<file path="src/rtl/edge_filter_core_if.sv">
// Pixel-stream interface for edge_filter_core.
// The master drives the frame/pixel inputs; the slave is the filter core.
interface edge_filter_core_if #(
  parameter int DATA_W = 8,
  parameter int OUT_W  = 8
);
  logic              iStart;
  logic              iMode;
  logic [DATA_W-1:0] iData;
  logic              iValid;
  logic [OUT_W-1:0]  oData;
  logic              oValid;
  logic              oEof;
  logic              oBusy;

  modport master (
    output iStart, iMode, iData, iValid,
    input  oData, oValid, oEof, oBusy
  );

  modport slave (
    input  iStart, iMode, iData, iValid,
    output oData, oValid, oEof, oBusy
  );
endinterface

</file>
<file path="src/rtl/edge_filter_core.sv">
// 3x3 Scharr/Sobel gradient-magnitude filter over a raster frame.
// Two line buffers, a 2-column window history and a 2-stage pipeline.
module edge_filter_core #(
  parameter int IMAGE_WIDTH  = 16,
  parameter int IMAGE_HEIGHT = 16,
  parameter int DATA_W       = 8,
  parameter int OUT_W        = 8
) (
  input logic               iClk,
  input logic               iRst,
  edge_filter_core_if.slave bus
);
  localparam int CW = $clog2(IMAGE_WIDTH);
  localparam int RW = $clog2(IMAGE_HEIGHT);
  localparam int PW = $clog2(IMAGE_WIDTH + 2);
  localparam int GW = DATA_W + 6;

  typedef enum logic [1:0] {IDLE, RUN, FLUSH, DRAIN} state_t;
  typedef logic [DATA_W-1:0] pix_t;

  state_t         state_q, state_d;
  logic [CW-1:0]  pcol_q, ccol_q;
  logic [RW-1:0]  prow_q, crow_q;
  logic [PW-1:0]  pre_q, fl_q;
  logic           drn_q, mode_q;
  logic           push, start, emit, last_in;
  pix_t           pix;

  pix_t lb1 [IMAGE_WIDTH];
  pix_t lb2 [IMAGE_WIDTH];
  pix_t at_q, am_q, ab_q, bt_q, bm_q, bb_q;
  pix_t nt, nm;

  logic signed [GW-1:0] gx, gy, gx1_q, gy1_q;
  logic        [GW-1:0] ax, ay, mag;
  logic                 v1_q, bd1_q, eof1_q, sat;
  logic                 border, last_c;
  logic [OUT_W-1:0]     odata_q;
  logic                 ovalid_q, oeof_q;

  assign last_in = prow_q == RW'(IMAGE_HEIGHT-1)
                && pcol_q == CW'(IMAGE_WIDTH-1);
  assign emit    = push && pre_q == PW'(IMAGE_WIDTH+1);

  always_comb begin
    state_d = state_q;
    push    = 1'b0;
    start   = 1'b0;
    pix     = '0;
    unique case (state_q)
      IDLE: if (bus.iStart) begin
        state_d = RUN;
        start   = 1'b1;
      end
      RUN: if (bus.iValid) begin
        push = 1'b1;
        pix  = bus.iData;
        if (last_in) state_d = FLUSH;
      end
      FLUSH: begin
        push = 1'b1;
        if (fl_q == PW'(IMAGE_WIDTH)) state_d = DRAIN;
      end
      DRAIN: if (drn_q) state_d = IDLE;
    endcase
  end

  always_ff @(posedge iClk or negedge iRst) begin
    if (!iRst) begin
      state_q <= IDLE;
      pcol_q  <= '0;
      prow_q  <= '0;
      ccol_q  <= '0;
      crow_q  <= '0;
      pre_q   <= '0;
      fl_q    <= '0;
      drn_q   <= 1'b0;
      mode_q  <= 1'b0;
    end else begin
      state_q <= state_d;
      drn_q   <= state_q == DRAIN && !drn_q;
      if (start) begin
        pcol_q <= '0;
        prow_q <= '0;
        ccol_q <= '0;
        crow_q <= '0;
        pre_q  <= '0;
        fl_q   <= '0;
        mode_q <= bus.iMode;
      end else if (push) begin
        if (pcol_q == CW'(IMAGE_WIDTH-1)) begin
          pcol_q <= '0;
          prow_q <= prow_q + 1'b1;
        end else begin
          pcol_q <= pcol_q + 1'b1;
        end
        if (!emit) pre_q <= pre_q + 1'b1;
        if (state_q == FLUSH) fl_q <= fl_q + 1'b1;
        if (emit) begin
          if (ccol_q == CW'(IMAGE_WIDTH-1)) begin
            ccol_q <= '0;
            crow_q <= crow_q + 1'b1;
          end else begin
            ccol_q <= ccol_q + 1'b1;
          end
        end
      end
    end
  end

  assign nt = lb2[pcol_q];
  assign nm = lb1[pcol_q];

  // Window keeps the two previous columns; the incoming column is the third.
  always_ff @(posedge iClk) begin
    if (push) begin
      lb2[pcol_q] <= nm;
      lb1[pcol_q] <= pix;
      at_q <= bt_q;
      am_q <= bm_q;
      ab_q <= bb_q;
      bt_q <= nt;
      bm_q <= nm;
      bb_q <= pix;
    end
  end

  function automatic logic [GW-1:0] wsum(
    input pix_t p0, input pix_t p1, input pix_t p2, input logic m
  );
    logic [GW-1:0] e, c;
    e = GW'(p0) + GW'(p2);
    c = GW'(p1);
    return m ? e + (c << 1)
             : (e << 1) + e + (c << 3) + (c << 1);
  endfunction

  // Gradients use the window as it will be after this push.
  always_comb begin
    gx = signed'(wsum(nt, nm, pix, mode_q))
       - signed'(wsum(at_q, am_q, ab_q, mode_q));
    gy = signed'(wsum(ab_q, bb_q, pix, mode_q))
       - signed'(wsum(at_q, bt_q, nt, mode_q));
  end

  assign border = crow_q == '0 || crow_q == RW'(IMAGE_HEIGHT-1)
               || ccol_q == '0 || ccol_q == CW'(IMAGE_WIDTH-1);
  assign last_c = crow_q == RW'(IMAGE_HEIGHT-1)
               && ccol_q == CW'(IMAGE_WIDTH-1);

  always_ff @(posedge iClk or negedge iRst) begin
    if (!iRst) begin
      v1_q   <= 1'b0;
      eof1_q <= 1'b0;
      bd1_q  <= 1'b0;
      gx1_q  <= '0;
      gy1_q  <= '0;
    end else begin
      v1_q   <= emit;
      eof1_q <= emit && last_c;
      bd1_q  <= border;
      gx1_q  <= gx;
      gy1_q  <= gy;
    end
  end

  assign ax  = gx1_q[GW-1] ? GW'(-gx1_q) : GW'(gx1_q);
  assign ay  = gy1_q[GW-1] ? GW'(-gy1_q) : GW'(gy1_q);
  assign mag = ax + ay;
  assign sat = |(mag >> OUT_W);

  always_ff @(posedge iClk or negedge iRst) begin
    if (!iRst) begin
      ovalid_q <= 1'b0;
      oeof_q   <= 1'b0;
      odata_q  <= '0;
    end else begin
      ovalid_q <= v1_q;
      oeof_q   <= eof1_q;
      odata_q  <= bd1_q ? '0 : (sat ? '1 : OUT_W'(mag));
    end
  end

  assign bus.oData  = odata_q;
  assign bus.oValid = ovalid_q;
  assign bus.oEof   = oeof_q;
  assign bus.oBusy  = state_q != IDLE;
endmodule

</file>
<file path="src/flat_wrapper.sv">
// flat-port wrapper written by rule: the top's interface ports become plain ports
module edge_filter_core_flat 
#(
  parameter int IMAGE_WIDTH  = 16,
  parameter int IMAGE_HEIGHT = 16,
  parameter int DATA_W       = 8,
  parameter int OUT_W        = 8
)
  (iClk, iRst, bus_iStart, bus_iMode, bus_iData, bus_iValid, bus_oData, bus_oValid, bus_oEof, bus_oBusy);
  edge_filter_core_if #(.DATA_W(DATA_W), .OUT_W(OUT_W)) bus_i ();
  input logic iClk;
  input logic iRst;
  input wire logic [$bits(bus_i.iStart)-1:0] bus_iStart;
  input wire logic [$bits(bus_i.iMode)-1:0] bus_iMode;
  input wire logic [$bits(bus_i.iData)-1:0] bus_iData;
  input wire logic [$bits(bus_i.iValid)-1:0] bus_iValid;
  output wire logic [$bits(bus_i.oData)-1:0] bus_oData;
  output wire logic [$bits(bus_i.oValid)-1:0] bus_oValid;
  output wire logic [$bits(bus_i.oEof)-1:0] bus_oEof;
  output wire logic [$bits(bus_i.oBusy)-1:0] bus_oBusy;
  assign bus_i.iStart = bus_iStart;
  assign bus_i.iMode = bus_iMode;
  assign bus_i.iData = bus_iData;
  assign bus_i.iValid = bus_iValid;
  assign bus_oData = bus_i.oData;
  assign bus_oValid = bus_i.oValid;
  assign bus_oEof = bus_i.oEof;
  assign bus_oBusy = bus_i.oBusy;
  edge_filter_core #(.IMAGE_WIDTH(IMAGE_WIDTH), .IMAGE_HEIGHT(IMAGE_HEIGHT), .DATA_W(DATA_W), .OUT_W(OUT_W)) u_core (.iClk(iClk), .iRst(iRst), .bus(bus_i));
endmodule
</file>
<file path="config.mk">
export PLATFORM = sky130hd
export DESIGN_NAME = edge_filter_core_flat
export DESIGN_NICKNAME = d
export VERILOG_FILES = /design/src/rtl/edge_filter_core_if.sv /design/src/rtl/edge_filter_core.sv /design/src/flat_wrapper.sv
export SDC_FILE = /design/constraint.sdc
export NUM_CORES = 1
export LEC_CHECK = 0
export BUFFER_PORTS_ARGS = -buffer_cell sky130_fd_sc_hd__buf_2
export CELL_PAD_IN_SITES_DETAIL_PLACEMENT = 1
export CELL_PAD_IN_SITES_GLOBAL_PLACEMENT = 1
export CORE_ASPECT_RATIO = 1.25
export CORE_UTILIZATION = 49
export DETAILED_ROUTE_END_ITERATION = 10
export PLACE_DENSITY_LB_ADDON = 0.1
export SLEW_MARGIN = 40
export SYNTH_ARGS = -nofsm -noshare
export SYNTH_HDL_FRONTEND = slang
export SYNTH_SLANG_ARGS = --single-unit
</file>
<file path="constraint.sdc">
create_clock -name iClk -period 7.2 [get_ports iClk]
set_clock_uncertainty 0.05 [all_clocks]
set_input_delay 0.36 -clock iClk [delete_from_list [all_inputs] [get_ports iClk]]
set_output_delay 0.36 -clock iClk [all_outputs]
set_load 0.03 [all_outputs]
</file>
==> flow_summary.json, run 1 <==
{
  "status": "finished clean",
  "core_area_sq_um": 43390,
  "ys_seq_area_share_pct": 50.25,
  "crit_buf_inv": 3,
  "post-route-period-util_pct": 94.95,
  "min_period_ns": 6.836,
  "max_stage_delay_ns": 0.61,
  "rr_worst_depth": 26,
  "met1_usage_pct": 28.94,
  "gr-total-overflow": 0,
  "synth_edf_count": 304,
  "grtUsageTotal_pct": 25.03,
  "cts_tree": "built",
  "yosys.area_share.simple_pct": 6.642,
  "initial_utilization_pct": 50.01,
  "rows": 85,
  "drv_cap": 0,
  "async_flop_share_pct": 18.93,
  "reg2reg_slack_ns": 0.36,
  "drtIter0Drc": 583,
  "grt_pass1_wl_um": 84430,
  "synthCells": 1657,
  "portBuffers": 23,
  "dp.cells": 2254,
  "synth_adder_area_share_pct": 16.13,
  "top_level_ports": 24,
  "gr-usage-met3_pct": 3.278,
  "synth-main-ff-cell": "edfxtp_1",
  "final_cells": 2332,
  "critical_path.slowest_cell": "and3_1",
  "postSynthAreaPerCell_sq_um": 13.10,
  "htree_num_levels": 2,
  "holdCritPathClass": "in -> async",
  "drc": 0,
  "synthToLayoutAreaGrowth_pct": 12.04,
  "final_hold_viol_count": 0,
  "cp-start-kind": "flip-flop",
  "syn_nets": 1912,
  "avgViaCountPerCell": 5.774,
  "layout-drive-gt1-share_pct": 15.22,
  "dieWidth_um": 190.2,
  "syn-cell-area_sq_um": 21700,
  "worst_pin_slew_ns": 0.8390,
  "fmax_mhz": 146.3,
  "antenna_found_initial": 0,
  "yosys_warnings": 0,
  "worstSkewPairLatency_ns": 0.57,
  "grt_pass1_vias": 14840,
  "rr_endpoint": "u_core.gy1_q[10]",
  "clk_pin_slew_ns": 0.06,
  "gp_congestion": 0.8887,
  "cpMostUsedCell": "ha_1",
  "synth_compound_area_share_pct": 8.850,
  "fin_area_sq_um": 24320,
  "path_delay_family": "adder cells",
  "critPathCaptureType": "flip-flop",
  "final_antenna_net_count": 0,
  "cts_sinks": 375,
  "setup_viol": 0,
  "cts_buffers": 40,
  "layout.nets": 1990,
  "die_area_sq_um": 45140,
  "multi_input_area_sq_um": 10110,
  "fin_ws_ns": 0.3637,
  "place_ws_ns": 0.04793,
  "r2r-start": "u_core.state_q[1]",
  "dieHeight_um": 237.3,
  "worstPathArrival_ns": 7.26,
  "synthMuxAreaShare_pct": 9.046,
  "ys_ff_latch": 375,
  "path_class": "reg -> reg",
  "regArea_sq_um": 10910,
  "firstDrtPassIters": 4,
  "vias": 13470,
  "synth_top_family_by_area": "adder cells",
  "num-fill-cells": 4292,
  "synth_xor_xnor_area_share_pct": 5.408,
  "grt_use_met2_pct": 47.72,
  "cts-root-buf": "clkbuf_16",
  "grt-busiest-layer": "met2",
  "critPathMaxFanout": 10,
  "slew_viol_final": 0,
  "placed_area_sq_um": 22820,
  "crit_required_ns": 7.63,
  "grt_max_degree": 58,
  "clk_path_buf_depth": 3,
  "routed_wirelength_um": 54310,
  "maxSlewHeadroom_pct": 43.86,
  "hpwl_um": 39650,
  "tns_ns": 0,
  "avgRoutedWirePerCell_um": 23.29,
  "ys_types": 62,
  "n_antenna_cell": 0
}
-- layout make-up --
cell class                 instances  area share, %
inverter                         172          2.655
tap                              565          2.907
timing repair buffer              76          2.357
clock inverter                    21         0.8593
clock buffer                      53          4.791
sequential                       375          44.87
multi-input combinational       1070          41.56
-- cells by family (layout without fill, tap and decap cells) --
family                   after synthesis  count (layout)
flip-flops                           375             375
AO/OA/AOI/OAI                        310             310
multiplexers                          95              95
AND/OR/NAND/NOR                      289             289
buffers and inverters                212             322
XOR/XNOR                             134             134
adder cells (fa/ha/maj)              242             242
-- through the flow --
stage / utilization [%] / hold slack (ns)
finish: 56.04 / 0.1815
global route: 56.04 / 0.1998
CTS: 55.79 / 0.1722
detailed placement: 52.58 / 0.2239
global placement: 52.54 / 0.2181
floorplan: - / 0.01441
-- sequential cells by signal, indices dropped and copies added (netlist names), 5 cells and up --
signal,flops
u_core.bb_q,8
u_core.am_q,8
u_core.lb1,128
u_core.ab_q,8
u_core.at_q,8
u_core.gy1_q,14
u_core.fl_q,5
u_core.lb2,128
u_core.gx1_q,14
u_core.pre_q,5
u_core.bt_q,8
u_core.bus.oData,8
u_core.bm_q,8
-- cells in the mapped netlist, types with 4 or more instances --
master    instances  area, sq um
a211o_1           5        43.79
a211oi_1          5        37.54
a21boi_0          7        52.55
a21o_1           31        232.7
a21oi_1         108        540.5
a31oi_1           6        37.54
and3_1           11        68.82
buf_1            11        41.29
clkbuf_1         28        105.1
dfrtp_1          71         1777
edfxtp_1        304         9129
fa_1             63         1261
ha_1            179         2240
inv_1           170        638.1
mux2_2            9        101.4
mux2i_1           6        60.06
mux4_2           80         1802
nand2_1          60        225.2
nand2b_1         12        75.07
nand3_1          17        85.08
nand4_1           5        31.28
nor2_1           91        341.6
nor2b_1          27        168.9
nor3_1           32        160.2
o211ai_1          4        30.03
o21a_1           20        150.1
o21ai_0          66        330.3
o21bai_1          9        67.56
o22ai_1           7        43.79
o31a_1            5        43.79
o31ai_1          11        82.58
o41ai_1           5        43.79
or2_2             9        56.30
or3_1             7        43.79
or4_1             4        30.03
xnor2_1          83        727.0
xor2_1           51        446.7
-- cell usage in the layout (no fill, tap or decap), types with 27 or more instances in the layout --
cell and instances:
edfxtp_1 304, ha_1 179, inv_1 170, a21oi_1 105
nor2_1 83, xnor2_1 81, mux4_2 80, dfrtp_1 69
o21ai_0 65, fa_1 63, nand2_1 60, xor2_1 50
buf_4 47, clkbuf_16 44, a21o_1 31, nor3_1 28
nor2b_1 27
-- metal layers --
layer,part of all wire (%),wire (um)
met5,0,0
met3,3.9,2105
met4,2.4,1298
met1,39,21050
met2,55,29860
-- timing repair --
action                                  CTS  global route
setup buffers                             0             2
hold endpoints to repair                 15             0
hold buffers                              2             0
gates resized for setup                   0            17
endpoints found under the setup margin    0             7
-- how the worst max path moves through the flow --
stage,startpoint,end,cells after the start
finish,u_core.state_q[1],u_core.gy1_q[10],26
global placement,u_core.pcol_q[0],u_core.gx1_q[12],24
CTS,u_core.pcol_q[0],u_core.gx1_q[12],23
global route,u_core.state_q[1],u_core.gy1_q[10],27
floorplan,u_core.pcol_q[0],u_core.gx1_q[12],30
detailed placement,u_core.pcol_q[0],u_core.gx1_q[12],23
Power of run 1 is not shown: default switching activity piles up to over one toggle a cycle in this logic, so the estimate is an artifact.
==> run 2, diff against run 1 <==
--- a/config.mk
+++ b/config.mk
@@ -9,7 +9,7 @@
 export CELL_PAD_IN_SITES_DETAIL_PLACEMENT = 1
 export CELL_PAD_IN_SITES_GLOBAL_PLACEMENT = 1
 export CORE_ASPECT_RATIO = 1.25
-export CORE_UTILIZATION = 49
+export CORE_UTILIZATION = 25
 export DETAILED_ROUTE_END_ITERATION = 10
 export PLACE_DENSITY_LB_ADDON = 0.1
 export SLEW_MARGIN = 40
==> flow_summary.json, run 2 (synthesis results as in run 1) <==
{
  "status": "finished clean",
  "slew_viol_final": 0,
  "post-route-period-util_pct": 93.93,
  "layout.nets": 2015,
  "maxSlewHeadroom_pct": 53.91,
  "clk_path_buf_depth": 3,
  "firstDrtPassIters": 6,
  "grt_max_degree": 72,
  "fmax_mhz": 147.9,
  "worst_pin_slew_ns": 0.6913,
  "reg.largest.list": "u_core.lb1 (128), u_core.lb2 (128)",
  "grt_pass1_wl_um": 91680,
  "n_antenna_cell": 0,
  "synthToLayoutAreaGrowth_pct": 17.34,
  "cts-root-buf": "clkbuf_16",
  "holdCritPathClass": "in -> reg",
  "drtIter0Drc": 510,
  "fin_util_pct": 29.65,
  "critPathMaxFanout": 5,
  "tns_ns": 0,
  "grtUsageTotal_pct": 13.93,
  "rows": 120,
  "core_area_sq_um": 85880,
  "initial_utilization_pct": 25.27,
  "dieHeight_um": 331.4,
  "fin_ws_ns": 0.4367,
  "setup_viol": 0,
  "avgViaCountPerCell": 4.473,
  "vias": 13230,
  "path_class": "reg -> reg",
  "layout_common_cells": "304 x edfxtp_1, 179 x ha_1, 170 x inv_1",
  "drv_cap": 0,
  "final_antenna_net_count": 0,
  "antenna_found_initial": 2,
  "final_hold_viol_count": 0,
  "clk_pin_slew_ns": 0.06,
  "dieWidth_um": 265.5,
  "htree_num_levels": 2,
  "min_period_ns": 6.763,
  "cts_sinks": 375,
  "gp_congestion": 0.7611,
  "gr-total-overflow": 0,
  "routed_wirelength_um": 60250,
  "placed_area_sq_um": 23760,
  "portBuffers": 23,
  "worstSkewPairLatency_ns": 0.60,
  "grt_pass1_vias": 14750,
  "fin_area_sq_um": 25460,
  "die_area_sq_um": 88000,
  "layout_commonest_cell": "edfxtp_1",
  "layout-drive-gt1-share_pct": 16.62,
  "rsz0062_at_grt": "no",
  "avgRoutedWirePerCell_um": 20.37,
  "worstPathArrival_ns": 7.17,
  "drc": 0,
  "cts_buffers": 47,
  "top_level_ports": 24,
  "cts_tree": "built",
  "cp-start-kind": "flip-flop",
  "num-fill-cells": 9374,
  "place_ws_ns": 0.06055,
  "critPathCaptureType": "flip-flop",
  "hpwl_um": 44390,
  "crit_required_ns": 7.61
}
run 2: per-stage QoR:
| step | cells | hold slack, ns |
|---|---|---|
| after floorplan | 1657 | 0.01441 |
| after global placement | 2852 | 0.2846 |
| after detailed placement | 2860 | 0.2864 |
| after CTS | 2950 | 0.1334 |
| after global routing | 2958 | 0.1581 |
| final | 2958 | 0.1606 |
run 2: cell type report:
type | instances | area (sq um) | share of cell area, %
Timing Repair Buffer | 94 | 764.5 | 3.002
Tap cell | 1159 | 1450 | 5.695
Sequential cell | 375 | 10910 | 42.86
Multi-Input combinational cell | 1070 | 10100 | 39.68
Clock inverter | 27 | 309.0 | 1.214
Clock buffer | 61 | 1279 | 5.022
Inverter | 172 | 645.6 | 2.535
run 2: path summary, 6_finish.rpt:
check                            startpoint                 to  slack [ns]  cells after the start
max                        u_core.pcol_q[0]   u_core.gy1_q[12]        0.44                     26
min                              bus_iStart   u_core.prow_q[0]        0.16                      4
max reg2reg                u_core.pcol_q[0]   u_core.gy1_q[12]        0.44                     26
min reg2reg                     u_core.v1_q  u_core.bus.oValid        0.29                      0
max in group asynchronous              iRst   u_core.pcol_q[0]        6.23                      2
min in group asynchronous              iRst   u_core.crow_q[0]        0.33                      2
run 2: what timing repair did:
action,4_1_cts,5_1_grt
hold buffers,2,0
resized for setup,0,11
buffers inserted,0,8
endpoints found under the setup margin,0,8
endpoints found under the hold margin,72,0
run 2: worst max-delay path: stages (launching register included):
cell and delay (ns):
dfrtp_4 0.50, buf_12 0.15, mux4_2 0.42, mux4_2 0.52
ha_1 0.25, fa_1 0.41, a21o_1 0.19, a21oi_1 0.22
xnor2_1 0.14, xor2_1 0.18, ha_1 0.28, inv_1 0.05
fa_1 0.56, inv_1 0.06, ha_1 0.29, a21o_1 0.18
a21oi_1 0.23, o21ai_1 0.16, a2111o_1 0.44, o311ai_1 0.12
xnor2_1 0.17, nand2_1 0.07, ha_1 0.35, or2_2 0.29
a21oi_1 0.14, a21oi_1 0.07, xor2_1 0.15
run 2: metal layers:
| metal | GRT usage [%] | up-vias | share of wire [%] |
|---|---|---|---|
| met5 | 0 | - | 0 |
| li1 | - | 6284 | - |
| met3 | 1.663 | 70 | 2.2 |
| met1 | 16.14 | 6762 | 41 |
| met2 | 26.26 | 116 | 54 |
| met4 | 4.403 | 0 | 2.8 |
Power of run 2 is left out for the same reason.
